--- config.mk ---
export PLATFORM = sky130hd
export DESIGN_NAME = ps2_host_tx
export DESIGN_NICKNAME = d
export VERILOG_FILES = /design/src/rtl/ps2_host_tx.sv
export SDC_FILE = /design/constraint.sdc
export NUM_CORES = 1
export LEC_CHECK = 0
export CORE_MARGIN = 2
export CORE_UTILIZATION = 43
export CTS_CLUSTER_DIAMETER = 40
export DETAILED_ROUTE_END_ITERATION = 8
export SYNTH_ARGS = -nofsm -noshare
export SYNTH_HDL_FRONTEND = slang
export SYNTH_SLANG_ARGS = --single-unit
--- constraint.sdc ---
create_clock -name clk -period 2.3 [get_ports clk]
set_input_delay 0.46 -clock clk [delete_from_list [all_inputs] [get_ports clk]]
set_output_delay 0.46 -clock clk [all_outputs]
set_load 0.005 [all_outputs]
--- src/rtl/ps2_host_tx.sv ---
// ps2_host_tx: PS/2 host-to-device byte transmitter (inhibit, frame, ack).
// Optional edge watchdog enabled by defining PS2_TX_TIMEOUT_EN.
`timescale 1ns/1ps
module ps2_host_tx #(
    parameter int INHIBIT_CYCLES = 5000,
    parameter int TIMEOUT_CYCLES = 750000
) (
    input  logic       clk,
    input  logic       reset,
    input  logic [7:0] tx_data,
    input  logic       tx_valid,
    output logic       tx_ready,
    input  logic       ps_clk,
    input  logic       ps_data,
    output logic       ps_clk_oe,
    output logic       ps_data_oe,
    output logic       tx_done,
    output logic       tx_error
);

    typedef enum logic [2:0] {
        IDLE,
        INHIBIT,
        START,
        SHIFT,
        ACK,
        WAIT_IDLE,
        DONE
    } state_t;

    localparam int IW = $clog2(INHIBIT_CYCLES + 1);
    localparam logic [IW-1:0] INH_LAST = IW'(INHIBIT_CYCLES - 1);

    state_t        state;
    logic          clk_s1;
    logic          clk_s2;
    logic          clk_prev;
    logic          data_s1;
    logic          data_s2;
    logic          fe;
    logic          wd_hit;
    logic          nack;
    logic [3:0]    idx;
    logic [9:0]    frame;
    logic [IW-1:0] icnt;

    // Synchronizers idle high so reset never fakes a falling edge
    always_ff @(posedge clk) begin
        if (reset) begin
            clk_s1   <= 1'b1;
            clk_s2   <= 1'b1;
            clk_prev <= 1'b1;
            data_s1  <= 1'b1;
            data_s2  <= 1'b1;
        end else begin
            clk_s1   <= ps_clk;
            clk_s2   <= clk_s1;
            clk_prev <= clk_s2;
            data_s1  <= ps_data;
            data_s2  <= data_s1;
        end
    end

    assign fe = clk_prev & ~clk_s2;

`ifdef PS2_TX_TIMEOUT_EN
    localparam int TW = $clog2(TIMEOUT_CYCLES + 1);
    localparam logic [TW-1:0] TO_LAST = TW'(TIMEOUT_CYCLES - 1);

    logic [TW-1:0] wd;
    logic          watched;

    assign watched = (state == START) || (state == SHIFT) ||
                     (state == ACK) || (state == WAIT_IDLE);

    always_ff @(posedge clk) begin
        if (reset || !watched || fe) begin
            wd <= '0;
        end else begin
            wd <= wd + 1'b1;
        end
    end

    assign wd_hit = watched && !fe && (wd == TO_LAST);
`else
    // No watchdog; the parameter only keeps the interface uniform
    assign wd_hit = (TIMEOUT_CYCLES < 0);
`endif

    always_ff @(posedge clk) begin
        if (reset) begin
            state      <= IDLE;
            frame      <= '0;
            idx        <= '0;
            icnt       <= '0;
            nack       <= 1'b0;
            tx_ready   <= 1'b1;
            ps_clk_oe  <= 1'b0;
            ps_data_oe <= 1'b0;
            tx_done    <= 1'b0;
            tx_error   <= 1'b0;
        end else if (wd_hit) begin
            state      <= DONE;
            ps_clk_oe  <= 1'b0;
            ps_data_oe <= 1'b0;
            tx_done    <= 1'b1;
            tx_error   <= 1'b1;
        end else begin
            unique case (state)
                IDLE: begin
                    if (tx_valid && tx_ready) begin
                        // frame = stop, odd parity, D7..D0
                        frame     <= {1'b1, ~^tx_data, tx_data};
                        idx       <= '0;
                        icnt      <= '0;
                        tx_ready  <= 1'b0;
                        ps_clk_oe <= 1'b1;
                        state     <= INHIBIT;
                    end
                end
                INHIBIT: begin
                    if (icnt == INH_LAST) begin
                        ps_clk_oe  <= 1'b0;
                        ps_data_oe <= 1'b1;
                        state      <= START;
                    end else begin
                        icnt <= icnt + 1'b1;
                    end
                end
                START: begin
                    if (fe) begin
                        ps_data_oe <= ~frame[0];
                        idx        <= 4'd1;
                        state      <= SHIFT;
                    end
                end
                SHIFT: begin
                    if (fe) begin
                        if (idx == 4'd10) begin
                            state <= ACK;
                        end else begin
                            ps_data_oe <= ~frame[idx];
                            idx        <= idx + 1'b1;
                        end
                    end
                end
                ACK: begin
                    if (fe) begin
                        nack  <= data_s2;
                        state <= WAIT_IDLE;
                    end
                end
                WAIT_IDLE: begin
                    if (clk_s2 && data_s2) begin
                        tx_done  <= 1'b1;
                        tx_error <= nack;
                        state    <= DONE;
                    end
                end
                DONE: begin
                    tx_done  <= 1'b0;
                    tx_error <= 1'b0;
                    tx_ready <= 1'b1;
                    state    <= IDLE;
                end
                default: begin
                    state <= IDLE;
                end
            endcase
        end
    end

endmodule

==> results.md <==
* Final antenna-violating net count at 0
* Reg-to-reg startpoint: state[1]
* CP endpoint kind: flop
* Post-CTS resize count at 0
* Worst slew margin at 0.680
* Area growth from synthesis to layout at 14.2%
* Min-Delay Path Class: flop to flop
* Post-synth EDFFs at 0
* WL per Instance at approximately 13 um
* Seq pwr share at 0.425
* DR vias at 1,584
* Tcrit/Tclk final at 0.800
* Worst-margin pin slew at 480 ps
* Async SR Flop Fraction at 0
* H-tree level count at 2
* Mapped cell area at 2080 um2
* CTS root buf: clkbuf_8
* Total track usage at 0.158
* Crit path DAT at 2010 ps
* Crit path cell chain: nor3b_4 > and4b_4 > a31oi_1 > nor4_1 > a211oi_1
* Final std cells w/o fill at between 200 and 300
* Post-synth top area share at 0.394
* Yosys reg bits at 41
* Ports at 18
* Mapped Cells at roughly 230
* Initial Util at 0.444
* Clock transition at path regs at 70 ps
* Final Hold Viols at 0
* Status: finished clean
* Row count at 25
* Final #Nets at 257
* Total CTS buffers at 5
* Critical path required time at 2470 ps
* NetSw at a little over 0.6 mW
* FF-to-FF End: ps_data_oe
* Initial DRC Count at 72
* Critical path fanouts, max at 12
* Antenna diodes at 0
* Avg Inst Size Synth at 9.25 um2
* Placed cell count at 288
* R2R Setup Slk at about 460 ps
* Warnings from Yosys at 0
* Largest stage delay, worst path at 460 ps
* Seq/Total Area, Yosys at 0.394
* R2R cell count at 5
* Slew Limit Fails at 0
* Detailed placement HPWL at approximately 2.7 mm
* Post-Route Skew at 4.75 ps
* Clock power share at 0.296
* PD cells at 846 nW/um2
* Drc violations at 0
* First-pass GRT wire length at 6.70 mm
* Vias in the first global route at 1,505
* Slowest CP cell: dfxtp_1
* Vias per cell at 5.35
* Cell taking the most area after synthesis: dfxtp_1
* Switching share of power at 0.308
* Cell depth of the worst hold path at 1
* Main synth FF type: dfxtp_1
* Hold Buf Count CTS at 0
* Die area at between 5000 and 6000 um2
* Syn_nets at approximately 240
* Max-cap viol count at 0
* Initial antenna violation count at 0
* Clock Latency Late Sink at 290 ps
* WS Path Type: flop to flop
* Worst vdd ir at 0.315 mV
* Grt ovf at 0
* CTS Buffer Depth at 2
* Final setup fails at 0
* Count leader, synth: dfxtp_1
* Cell family with the largest share of critical-path delay: simple AND/OR/NAND/NOR gates
* Layout cells sized above 1 at 0.128
* Routability congestion estimate at around 0.82
* Die extent in x at 73.6 um
* Min Tclk post-route at ~1800 ps
* # port buffers at 17
* Final wirelength at 3.79 mm
* Cell internal pwr at 1.39 mW
* CTS tree: done
* Commonest cells in the netlist: dfxtp_1, nor2_1, mux2i_1, xnor2_1, nor3_1
* Height of the die at 73.6 um
* Comb pwr share at 0.280
* Post-CTS Setup Bufs at 0
* RSZ-0062 raised after global routing: false
* Maximum clock rate at 0.543 GHz
* CTS sink cnt at around 40
* Static Leak at around 0.82 nW
* Core footprint at approximately 4700 um2
* Area contributors post-synth: dfxtp_1, mux2i_1, xnor2_1
* HP Start: data_s1
* Pin count of the biggest net entering global routing at 25
* Hold endpoint: data_s2
* Worst Path Buf+Inv at 0
* CP startpoint kind: flop
* DR pass1 iterations at 4
* Setup TNS at 0 ps
* Synth unique cells at 49
## routing by layer
layer  vias up  wire length (um)  global-route usage
li1        816                 -                   -
met1       743              1970               0.210
met2        21              1680               0.252
met3         4                97              0.0288
met4         0                46              0.0667
met5         -                 0                   0
## power by group through the flow
stage	registers, mW	clock network (mW)	logic, mW
after floorplan	0.835	0	0.496
after global placement	0.870	0	0.561
after detailed placement	0.872	0	0.564
after CTS	0.855	0.616	0.568
after global routing	0.866	0.647	0.628
final	0.854	0.594	0.563
## flip-flops by register name, summed over array words and instances, names as in the netlist, 3 cells and up
register / cells
idx: 4
frame: 10
icnt: 13
state: 3
## cells in the final DEF (no fill, tap or decap), types with 2 or more instances in the layout
cell	n
o22ai_1	3
o21ai_0	2
mux2i_1	16
clkbuf_8	6
and4_1	2
nand2_1	7
nor4b_2	2
a21oi_1	8
nor2_1	32
nor3_1	11
inv_1	5
nand3_1	8
nand2b_1	6
xnor2_1	16
nand4_1	4
and3_1	3
or2_1	2
clkdlybuf4s50_1	17
a31oi_1	2
dfxtp_1	41
xor2_1	2
nor4_1	2
buf_4	4
or3_1	2
or2_2	6
ha_1	3
a211oi_1	2
nor2b_1	6
## kinds of logic (layout without fill, tap and decap cells)
family          Yosys count  count (layout)  synth area share
simple gates            104             104             0.292
flops                    41              41             0.394
compound gates           24              24            0.0751
xor+xnor                 18              18            0.0757
mux                      18              18            0.0931
buf+inv                  17              34            0.0517
fa+ha+maj                 3               3            0.0180
## worst max-delay path by stage
stage / startpoint / end / slack, ps / cells past startpoint
global placement: tx_valid / icnt[9] / 220 / 6
CTS: idx[0] / idx[0] / 440 / 7
floorplan: idx[0] / idx[0] / 730 / 8
global route: idx[0] / idx[1] / 260 / 7
finish: state[1] / ps_data_oe / 460 / 5
detailed placement: tx_valid / icnt[9] / 190 / 6
## stage by stage
step                area [um2]   util  power (mW)  setup slack (ps)  hold slack, ps
finish                    2380  0.507        2.01               460             410
global placement          2260  0.482        1.43               222             393
global route              2380  0.507        2.14               263             442
CTS                       2380  0.507        2.04               439             412
floorplan                 2080      -        1.33               731             389
detailed placement        2260  0.482        1.44               194             393
## cell type report
type	instances	area, um2
fill	459	2310
multi-input combinational	167	1150
sequential	41	821
timing repair buffer	21	200
clock buffer	7	86.3
tap	54	67.6
clock inverter	1	30.0
inverter	5	18.8
Power figures use the tool's default switching activity.
